<file path="config.mk">
export PLATFORM = sky130hd
export DESIGN_NAME = alu_dispatch_unit
export DESIGN_NICKNAME = d
export VERILOG_FILES = /design/src/rtl/alu_dispatch_unit.sv
export SDC_FILE = /design/constraint.sdc
export NUM_CORES = 1
export LEC_CHECK = 0
export ABC_CLOCK_PERIOD_IN_PS = 21500
export BUFFER_PORTS_ARGS = -buffer_cell sky130_fd_sc_hd__buf_2
export CAP_MARGIN = 20
export CORE_MARGIN = 4
export CORE_UTILIZATION = 30
export DETAILED_ROUTE_END_ITERATION = 6
export GPL_TIMING_DRIVEN = 0
export PLACE_DENSITY = 0.46
export SLEW_MARGIN = 20
export SYNTH_ARGS = -nofsm -noshare
export SYNTH_HDL_FRONTEND = slang
export SYNTH_SLANG_ARGS = --single-unit
</file>
<file path="constraint.sdc">
create_clock -name clk -period 21.5 [get_ports clk]
set_input_delay 3.225 -clock clk [delete_from_list [all_inputs] [get_ports clk]]
set_output_delay 3.225 -clock clk [all_outputs]
set_load 0.02 [all_outputs]
</file>
<file path="src/rtl/alu_dispatch_unit.sv">
// -----------------------------------------------------------------------------
// alu_dispatch_unit
//
// In-order dispatcher between instruction fetch and the ALU / branch issue
// buffers. Fetched words are queued, tagged with a running 32-bit instruction
// number and, once they reach the head of the queue, classified by opcode and
// written to either the ALU buffer or the branch buffer. A transfer is signalled
// with a one-cycle DR strobe. All-zero words (NOPs) are discarded on entry and
// consume no number.
//
// Ports
//   clk, rst_n                       clock, asynchronous active-low reset
//   IF_Instr, IF_Valid, IF_Ready     fetch side valid/ready handshake
//   flush                            drop every queued, undispatched word
//   ALUbuffer_ready, ALU_Instr,
//   ALU_InstrNO, ALU_DR              ALU issue buffer write port
//   BRbuffer_ready, BR_Instr,
//   BR_InstrNO, BR_DR                branch issue buffer write port
//   q_level                          current queue occupancy
// -----------------------------------------------------------------------------
module alu_dispatch_unit #(
    parameter int          DEPTH        = 8,
    parameter logic [31:0] INSTRNO_BASE = 32'd1
) (
    input  logic                     clk,
    input  logic                     rst_n,
    input  logic [31:0]              IF_Instr,
    input  logic                     IF_Valid,
    output logic                     IF_Ready,
    input  logic                     flush,
    input  logic                     ALUbuffer_ready,
    output logic [31:0]              ALU_Instr,
    output logic [31:0]              ALU_InstrNO,
    output logic                     ALU_DR,
    input  logic                     BRbuffer_ready,
    output logic [31:0]              BR_Instr,
    output logic [31:0]              BR_InstrNO,
    output logic                     BR_DR,
    output logic [$clog2(DEPTH):0]   q_level
);

    localparam int PW = $clog2(DEPTH);
    localparam int LW = PW + 1;

    // Opcodes that execute in the ALU; everything else goes to the branch unit.
    function automatic logic is_alu_op(input logic [5:0] op);
        case (op)
            6'b000000, 6'b001000, 6'b001001, 6'b000110, 6'b001011,
            6'b001100, 6'b001101, 6'b001110, 6'b001111, 6'b101011,
            6'b100011: return 1'b1;
            default:   return 1'b0;
        endcase
    endfunction

    // Queue storage
    logic [31:0] instr_mem_q [DEPTH];
    logic [31:0] no_mem_q    [DEPTH];

    // Control state
    logic [PW-1:0] wr_ptr_q,  wr_ptr_d;
    logic [PW-1:0] rd_ptr_q,  rd_ptr_d;
    logic [LW-1:0] level_q,   level_d;
    logic [31:0]   next_no_q, next_no_d;
    logic          alive_q;   // low during reset, high from the first edge after release

    // Output registers
    logic [31:0]   alu_instr_q, alu_instr_d;
    logic [31:0]   alu_no_q,    alu_no_d;
    logic          alu_dr_q,    alu_dr_d;
    logic [31:0]   br_instr_q,  br_instr_d;
    logic [31:0]   br_no_q,     br_no_d;
    logic          br_dr_q,     br_dr_d;

    logic [31:0]   head_instr;
    logic [31:0]   head_no;
    logic          head_valid;
    logic          head_is_alu;
    logic          head_tgt_ready;
    logic          push;
    logic          pop;

    assign IF_Ready = alive_q & (level_q < LW'(DEPTH));

    // Head is taken from registered state only, so a word pushed into an empty
    // queue cannot leave on the same edge it arrives.
    assign head_valid     = (level_q != '0);
    assign head_instr     = instr_mem_q[rd_ptr_q];
    assign head_no        = no_mem_q[rd_ptr_q];
    assign head_is_alu    = is_alu_op(head_instr[31:26]);
    assign head_tgt_ready = head_is_alu ? ALUbuffer_ready : BRbuffer_ready;

    // A flush suppresses both the fetch transfer and the dispatch on its edge.
    assign push = IF_Valid & IF_Ready & ~flush & (IF_Instr != 32'h0000_0000);
    assign pop  = head_valid & head_tgt_ready & ~flush;

    // NOTE: every signal assigned here gets a default first, so no path can
    // leave one unassigned and infer a latch.
    always_comb begin
        wr_ptr_d    = wr_ptr_q;
        rd_ptr_d    = rd_ptr_q;
        level_d     = level_q;
        next_no_d   = next_no_q;
        alu_instr_d = alu_instr_q;
        alu_no_d    = alu_no_q;
        alu_dr_d    = 1'b0;
        br_instr_d  = br_instr_q;
        br_no_d     = br_no_q;
        br_dr_d     = 1'b0;

        if (flush) begin
            wr_ptr_d = '0;
            rd_ptr_d = '0;
            level_d  = '0;
        end else begin
            if (push) begin
                wr_ptr_d  = wr_ptr_q + PW'(1);
                next_no_d = next_no_q + 32'd1;   // wraps FFFFFFFF -> 0
            end
            if (pop) begin
                rd_ptr_d = rd_ptr_q + PW'(1);
                // Port data changes only together with a new DR strobe.
                if (head_is_alu) begin
                    alu_instr_d = head_instr;
                    alu_no_d    = head_no;
                    alu_dr_d    = 1'b1;
                end else begin
                    br_instr_d  = head_instr;
                    br_no_d     = head_no;
                    br_dr_d     = 1'b1;
                end
            end
            case ({push, pop})
                2'b10:   level_d = level_q + LW'(1);
                2'b01:   level_d = level_q - LW'(1);
                default: level_d = level_q;
            endcase
        end
    end

    // NOTE: sequential state uses non-blocking assignments so every register
    // samples the pre-edge values, independent of statement order.
    always_ff @(posedge clk or negedge rst_n) begin
        if (!rst_n) begin
            wr_ptr_q    <= '0;
            rd_ptr_q    <= '0;
            level_q     <= '0;
            next_no_q   <= INSTRNO_BASE;
            alive_q     <= 1'b0;
            alu_instr_q <= '0;
            alu_no_q    <= '0;
            alu_dr_q    <= 1'b0;
            br_instr_q  <= '0;
            br_no_q     <= '0;
            br_dr_q     <= 1'b0;
        end else begin
            wr_ptr_q    <= wr_ptr_d;
            rd_ptr_q    <= rd_ptr_d;
            level_q     <= level_d;
            next_no_q   <= next_no_d;
            alive_q     <= 1'b1;
            alu_instr_q <= alu_instr_d;
            alu_no_q    <= alu_no_d;
            alu_dr_q    <= alu_dr_d;
            br_instr_q  <= br_instr_d;
            br_no_q     <= br_no_d;
            br_dr_q     <= br_dr_d;
        end
    end

    // NOTE: queue storage has no reset; an entry is only ever read after it was
    // written, and occupancy is tracked by the reset-controlled level/pointers.
    always_ff @(posedge clk) begin
        if (push) begin
            instr_mem_q[wr_ptr_q] <= IF_Instr;
            no_mem_q[wr_ptr_q]    <= next_no_q;
        end
    end

    assign ALU_Instr   = alu_instr_q;
    assign ALU_InstrNO = alu_no_q;
    assign ALU_DR      = alu_dr_q;
    assign BR_Instr    = br_instr_q;
    assign BR_InstrNO  = br_no_q;
    assign BR_DR       = br_dr_q;
    assign q_level     = level_q;

endmodule

</file>
# Word-level counts from Yosys, hierarchy flattened
# Memory sizes are Yosys's and may differ from the RTL's.
# Index checks and enable logic that the tools add are counted.
# op_classes
reduce_logical	10
add_sub_neg	5
n_lt_le_gt_ge	1
n_mux	16
n_eq_ne	12
bitwise_logic	8
# ops
cell	n
$eq A6 B4 Y1 const B	7
$add A32 B1 Y32 const B	1
$reduce_bool A32 Y1	1
$eq A6 B6 Y1 const B	2
$mux W3	4
$reduce_or A11 Y1	1
$mux W1	10
$pmux W4 S2	1
$add A3 B1 Y3 const B	2
$and A1 B1 Y1	6
$eq A6 B3 Y1 const B	1
$logic_not A6 Y1	1
$reduce_and A3 Y1	2
$add A4 B1 Y4 const B	1
$lt A4 B4 Y1 const B	1
$mux W4	1
$reduce_bool A2 Y1	2
$reduce_bool A4 Y1	1
$sub A4 B1 Y4 const B	1
$reduce_bool A3 Y1	1
$eq A2 B1 Y1 const B	1
$eq A2 B2 Y1 const B	1
$not A1 Y1	2
$reduce_and A2 Y1	1
# word_totals
input_bits	38
memories	2
ramBits	512
output_inout_bits	135
word_cells	65
regBits	173
# mem_list
name	words	word_bits	rd	rd_ports_with_merged_regs	write_ports	line_no	rtl
instr_mem_q	8	32	1	0	1	56	logic [31:0] instr_mem_q [DEPTH];
no_mem_q	8	32	1	0	1	57	logic [31:0] no_mem_q [DEPTH];

# Logic depth before layout (Yosys ltp)
# Gate-level depths: netlist (run 1).
# An unclocked memory read counts as a cell.
# logic_depth
word_depth	10
ltp_mapped	13

# Worst setup path after synthesis (run 1)
# OpenSTA, ideal clock, no wires.
# synth_path
path_kind	input port to flip-flop
from	input IF_Instr[28]
to	memory instr_mem_q[2][0] (enable)
setup_slack_ps	10203
setup_ps	666
t_arrival_ps	10631
stages	6
path_buffers	1
cell_sequence	nor4_1 -> nand4_1 -> o21a_1 -> clkbuf_1 -> nand2_1 -> nor4b_1
# synth_between
elab_chain_cells	4
# synth_rtl
item	line_no	rtl
start, declared	27	input logic [31:0] IF_Instr,
$reduce_bool A32 Y1	93	assign push = IF_Valid & IF_Ready & ~flush & (IF_Instr != 32'h0000_0000);
$and A1 B1 Y1	93	
$mux W1	173	if (push) begin
$mux W1 (implied by the code)	174	instr_mem_q[wr_ptr_q] <= IF_Instr;
end, declared	56	
# Every way passes these cells.

# Worst setup path after layout (run 1)
# layout_path
from	input IF_Instr[1]
to	memory instr_mem_q[4][3] (enable)
# Same word-level chain as after synthesis.

==> out/qor.yml, run 1 <==
critical_path:
  worstReg2RegStart: "rd_ptr_q[1]"
  critPathLaunchType: "input pin"
  critPathMostFrequentCell: "buf_4"
  crit_arrival_ns: 6.69
  worst_setup_path_end_kind: "register"
  crit_family: "simple AND/OR/NAND/NOR gates"
  cp.required_ns: 21.88
  cp_slowest_cell: "nor4_1"
  crit_buf_inv: 8
  cp_cell_sequence: "buf_2 -> nor4_1 -> nand4_1 -> o21a_1 -> clkbuf_1 -> nand2_1 -> nor4b_2 -> buf_4 -> buf_4 -> buf_4 -> buf_2 -> buf_2 -> buf_4"
  cp_max_fo: 9
  crit_type: "in -> reg"
  crit_path_start: "IF_Instr[1]"
  critPathMaxStageDelay_ns: 0.63
floorplan:
  core_area_sq_um: 86800
  die-area_sq_um: 92200
  start_util: 0.302
  boundaryPins: 173
  num_rows: 108
  die_w_um: 304
  die_y_um: 304
clock_tree:
  cts_resized: 0
  cts_setup_buffers: 0
  hold_buffers: 0
  cts_root_buffer: "clkbuf_16"
  clk_pin_slew_ns: 0.06
  cts_max_level: 3
  max-clock-path-buffers: 3
  numCtsBuffers: 79
  cts_tree: "done"
  clkLatencyLatePin_ns: 0.62
  clock_sinks: 685
power_and_ir_drop:
  power_leakage_nw: 11.8
  peakVddDrop_v: 0.0000597
  power_density_nw_per_um2: 121
synthesis:
  yosysUniqueCellTypes: 49
  yosysSeqAreaShare: 0.752
  syn_area_per_cell_sq_um: 21.0
  netlist_instances: 1248
  yosys_warnings: 0
  synth_edf_count: 512
  async_flop_share: 0.253
  synth_flop_cell: "edfxtp_1"
  ys_ff_latch: 685
  syn_area_sq_um: 26200
  syn_nets: 1292
drt:
  vias_per_cell: 4.61
  ant_nets: 0
  wirelength_um: 63700
  num_vias: 13030
  drt_iter0_drc: 745
  drcViolationCount: 0
  wl_per_cell_um: 22.5
  firstDrtPassIters: 5
placed_design:
  place.detailed.hpwl_um: 44400
  port_buffers: 172
  place_inst: 2674
  place_congestion: 0.692
timing:
  setup_viol: 0
  rsz0062_at_grt: "false"
  max_slew.worst_pin.slew_ns: 1.03
  period_share: 0.293
  max-slew-margin-rel: 0.316
  fmax_mhz: 159
  finalSetupTns_ns: 0
  clock_skew_ns: 0.0173
  finalHoldViolCount: 0
  drv_slew: 0
  min_period_ns: 6.30
grt:
  track_usage: 0.138
  grt-ovfl-total: 0
  grt_pass1_vias: 13979
  grt_pass1_wl_um: 95400
  antenna_found_initial: 7
  grt_start_max_net_pins: 87
cells_and_area:
  instances_no_fill: 2828
  drive_above_1_share: 0.445
  area_growth_pct: 22.6
  final_nets: 1645
hold_path:
  hold_path_class: "reg -> reg"
  min_from: "BR_Instr[26]"
job:
  drv_cap: 0
outcome:
  status: "finished clean"
[state kept, by name, summed over array words and instances, names as in the netlist]
name and count:
wr_ptr_q 3, alive_q 1, BR_DR 1, ALU_DR 1
rd_ptr_q 3, BR_InstrNO 32, instr_mem_q 256, BR_Instr 32
next_no_q 32, ALU_Instr 32, ALU_InstrNO 32, q_level 4
no_mem_q 256
[area by class of cell]
type,instances,area (sq um)
repair buffers,272,1720
fillers,8061,54600
diodes,6,15.0
multi-input cells,501,6270
inverters,8,30.0
clock buffers,98,2130
clock inverters,49,572
plain buffers,54,260
flip-flops and latches,685,19700
well taps,1155,1450
[per-layer routing]
layer | routed length [um] | global-route usage
met1 | 28200 | 0.187
met5 | 0 | 0
met4 | 1360 | 0.0364
met3 | 3000 | 0.0290
met2 | 31200 | 0.228
[worst paths after layout]
check / to / slack, ns / cells after the start
min: BR_Instr[26] / 0.47 / 2
max: instr_mem_q[4][3] / 15.20 / 13
max reg2reg: q_level[1] / 16.81 / 13
min reg2reg: BR_Instr[26] / 0.47 / 2
min in group asynchronous: ALU_InstrNO[4] / 2.39 / 1
max in group asynchronous: ALU_Instr[4] / 18.01 / 3
[cell usage after synthesis (11+ instances only)]
library cell  instances  share of area
buf_1                11         0.0016
buf_2                14         0.0027
clkbuf_1             24         0.0034
dfrtp_1             172           0.16
edfxtp_1            512           0.59
mux2_2              167          0.072
mux2_4               11         0.0063
mux4_2              128           0.11
nand2_1              35         0.0050
nor2_1               24         0.0034
nor4_1               11         0.0026
xnor2_1              18         0.0060
xor2_1               17         0.0057
[cell usage in the layout (no fill, tap or decap), types with 6 or more instances in the layout]
master | netlist | routed
and3_1 | 8 | 8
xor2_1 | 17 | 17
mux2i_1 | 6 | 6
nand3_1 | 10 | 10
buf_1 | 11 | 9
edfxtp_1 | 512 | 512
bufinv_16 | 0 | 10
o21ai_0 | 9 | 9
clkbuf_16 | 0 | 79
inv_1 | 7 | 7
nor2_1 | 24 | 23
nand2_1 | 35 | 35
clkinv_2 | 0 | 16
mux2_4 | 11 | 11
buf_4 | 0 | 51
diode_2 | 0 | 6
xnor2_1 | 18 | 18
clkbuf_8 | 0 | 8
clkbuf_1 | 24 | 35
clkinvlp_4 | 0 | 6
clkinv_1 | 1 | 9
buf_2 | 14 | 213
buf_6 | 5 | 19
mux2_2 | 167 | 167
dfrtp_1 | 172 | 172
nor4_1 | 11 | 10
nand4_1 | 7 | 7
mux4_2 | 128 | 128
[power by group]
part           total (mW)  switching [mW]  leakage [nW]  internal, mW
combinational       0.877           0.483          3.54         0.394
sequential           1.65          0.0805          6.95          1.56
clock                1.38           0.551          1.32         0.830
[worst register-to-register path, stage by stage, from the launching register on]
cell	delay, ns
dfrtp_1	0.41
buf_2	0.34
clkbuf_1	0.62
mux4_2	0.35
mux2i_1	0.18
a2111oi_4	0.53
mux2i_1	0.61
buf_2	0.36
and3_1	0.27
fa_1	0.44
nand2_1	0.09
nor2_1	0.05
o21ai_0	0.17
o311ai_1	0.12
[cell families after synthesis]
family,count (synthesis),share of synthesized area
xor+xnor,36,0.0126
mux,315,0.192
compound gates,24,0.00706
flops,685,0.752
other cells,1,0.000143
fa+ha+maj,6,0.00315
simple gates,119,0.0229
buf+inv,62,0.0110
[metrics by stage]
step / setup slack [ns] / power, mW / util / hold WS (ns) / cell area (sq um)
floorplan: 10.20 / 2.25 / - / 0.542 / 26200
global placement: 0.858 / 2.55 / 0.329 / 0.458 / 28500
detailed placement: 14.49 / 2.58 / 0.339 / 0.465 / 29400
CTS: 15.16 / 3.98 / 0.370 / 0.479 / 32100
global route: 14.99 / 4.10 / 0.370 / 0.493 / 32100
finish: 15.20 / 3.90 / 0.371 / 0.472 / 32200
No activity file was read; power rests on OpenSTA's default activity.
==> inputs of run 2 (changes only) <==
--- a/config.mk
+++ b/config.mk
@@ -5,7 +5,7 @@
 export SDC_FILE = /design/constraint.sdc
 export NUM_CORES = 1
 export LEC_CHECK = 0
-export ABC_CLOCK_PERIOD_IN_PS = 21500
+export ABC_CLOCK_PERIOD_IN_PS = 6400
 export BUFFER_PORTS_ARGS = -buffer_cell sky130_fd_sc_hd__buf_2
 export CAP_MARGIN = 20
 export CORE_MARGIN = 4
==> constraint.sdc (replaced) <==
create_clock -name clk -period 6.4 [get_ports clk]
set_input_delay 0.96 -clock clk [delete_from_list [all_inputs] [get_ports clk]]
set_output_delay 0.96 -clock clk [all_outputs]
set_load 0.02 [all_outputs]
==> run 2 against run 1 <==
Against the previous run: clock skew is 0.012 ns higher; register-to-register slack worse by 15 ns; first-iteration DRC count is 2.4% higher; die area stayed put; worst hold slack worse by 0.26 ns; via count is 1.1% lower; non-clock buffer count is 6 lower; wire length is 0.97% lower; critical path depth stayed put; sequential power grew to 3.4 times the previous value; largest cell class unchanged.
==> out/qor.yml, run 2 (synthesized netlist as in run 1, its figures left out) <==
outcome:
  status: "finished clean"
grt:
  grt_pass1_vias: 13916  # -0.45%
  grt-ovfl-total: 0  # unchanged
  grt_use_met1: 0.190  # +0.00255
  track_usage: 0.137  # -0.00132
  use_met2: 0.224  # -0.00422
  grt_pass1_wl_um: 94800  # -0.56%
  use_met3: 0.0277  # -0.00139
  grt_most_used_layer: "met2"
  antenna_found_initial: 8  # +1
  grt_start_max_net_pins: 81  # -6.9%
clock_tree:
  cts_tree: "done"
  max-clock-path-buffers: 3  # unchanged
  clk_pin_slew_ns: 0.06  # about the same
  cts_setup_buffers: 0  # unchanged
  clkLatencyLatePin_ns: 0.62  # about the same
  cts_root_buffer: "clkbuf_16"
  clock_sinks: 685  # unchanged
  cts_resized: 0  # unchanged
  numCtsBuffers: 79  # unchanged
  cts_max_level: 3  # unchanged
  hold_buffers: 0  # unchanged
cells_and_area:
  reg_top3: "instr_mem_q: 256 flops, no_mem_q: 256 flops"
  instances_no_fill: 2818  # -0.35%
  final_common_cell: "edfxtp_1"
  final-seq-area_sq_um: 19700  # unchanged
  drive_above_1_share: 0.442  # -0.00227
  area_growth_pct: 22.7  # about the same
  multi_input_area_sq_um: 6280  # about the same
  final_nets: 1639  # -0.36%
  layout_common_cells: "512 x edfxtp_1, 215 x buf_2, 172 x dfrtp_1, 167 x mux2_2, 128 x mux4_2"
  fill_cells: 8071  # +0.12%
drt:
  wl_per_cell_um: 22.4  # -0.62%
  vias_per_cell: 4.57  # -0.72%
  drcViolationCount: 0  # unchanged
  ant_nets: 0  # unchanged
  wirelength_um: 63100  # -0.97%
  drt_iter0_drc: 763  # +2.4%
  num_vias: 12890  # -1.1%
  firstDrtPassIters: 5  # unchanged
critical_path:
  critPathLaunchType: "register"
  cp_slowest_cell: "clkbuf_1"
  worst_setup_path_end_kind: "register"
  ff2ff_setup_slack_ns: 1.62  # -15.19 ns
  crit_arrival_ns: 5.26  # -1.43 ns
  cp.required_ns: 6.88  # -15.00 ns
  reg2reg_depth: 13  # unchanged
  crit_family: "buffers and inverters"
  crit_type: "reg -> reg"
  cp_max_fo: 10  # +1
  worst-path-stages: 13  # unchanged
  cp_cell_sequence: "buf_2 -> clkbuf_1 -> mux4_2 -> mux2i_1 -> a2111oi_4 -> mux2i_1 -> buf_2 -> and3_1 -> ha_1 -> a21o_1 -> a21oi_1 -> a211o_1 -> o311ai_1"
  crit_buf_inv: 3  # -5
  critPathMaxStageDelay_ns: 0.68  # +0.05 ns
timing:
  max_slew.worst_pin.slew_ns: 0.951  # -0.0753 ns
  holdWs_ns: 0.215  # -0.257 ns
  rsz0062_at_grt: "false"
  setup_viol: 0  # unchanged
  clock_skew_ns: 0.0292  # +0.0119 ns
  finalHoldViolCount: 0  # unchanged
  period_share: 0.747
  drv_slew: 0  # unchanged
  max-slew-margin-rel: 0.366  # +0.0502
  fmax_mhz: 209
  min_period_ns: 4.78
power_and_ir_drop:
  peakVddDrop_v: 0.000237  # +300%
  power_leakage_nw: 11.8  # about the same
  power_density_nw_per_um2: 406  # +230%
floorplan:
  core_area_sq_um: 86800  # unchanged
  die-area_sq_um: 92200  # unchanged
  start_util: 0.302  # unchanged
  boundaryPins: 173  # unchanged
  die_y_um: 304  # unchanged
  num_rows: 108  # unchanged
  die_w_um: 304  # unchanged
placed_design:
  place_inst: 2668  # -0.22%
  place.detailed.hpwl_um: 43800  # -1.3%
  port_buffers: 172  # unchanged
  place_congestion: 0.679  # -1.9%
job:
  drv_cap: 0  # unchanged
hold_path:
  hold_path_class: "in -> async"
run 2: report_power, final:
part / leakage [nW] / internal [mW] / switching (mW)
Combinational: 3.55 / 1.32 / 1.60
Sequential: 6.96 / 5.26 / 0.279
Clock: 1.30 / 2.77 / 1.82
Total: 11.8 / 9.35 / 3.70
run 2: final cells by class:
class | count | share of cell area
buffer | 54 | 0.00833
tap | 1155 | 0.0449
inverter | 8 | 0.000934
clock buffer | 109 | 0.0691
timing repair buffer | 266 | 0.0544
antenna | 1 | 0.0000778
multi-input combinational | 501 | 0.195
sequential | 685 | 0.613
clock inverter | 39 | 0.0144
run 2: path summary, 6_finish.rpt:
path	start	end
setup / recovery	rd_ptr_q[1]	q_level[3]
hold / removal	rst_n	ALU_InstrNO[4]
setup reg to reg	rd_ptr_q[1]	q_level[3]
hold reg to reg	ALU_Instr[29]	ALU_Instr[29]
max in group asynchronous	rst_n	ALU_Instr[6]
min in group clk	ALU_Instr[29]	ALU_Instr[29]
run 2: metal layers:
layer,part of all wire,vias to the layer above
li1,-,5731
met1,0.46,6831
met2,0.49,245
met3,0.041,81
met4,0.015,2
met5,0.00014,-
run 2: through the flow:
stage | total power, mW | TNS, ns | area, sq um | setup slack (ns) | utilization
6_report | 13.0 | 0 | 32200 | 1.62 | 0.371
5_1_grt | 13.7 | 0 | 32200 | 1.31 | 0.371
4_1_cts | 13.3 | 0 | 32100 | 1.50 | 0.370
3_5_place_dp | 8.62 | 0 | 29500 | 1.49 | 0.339
3_3_place_gp | 8.56 | -3654.04 | 28500 | -11.78 | 0.329
2_1_floorplan | 7.56 | -519.23 | 26200 | -2.63 | -
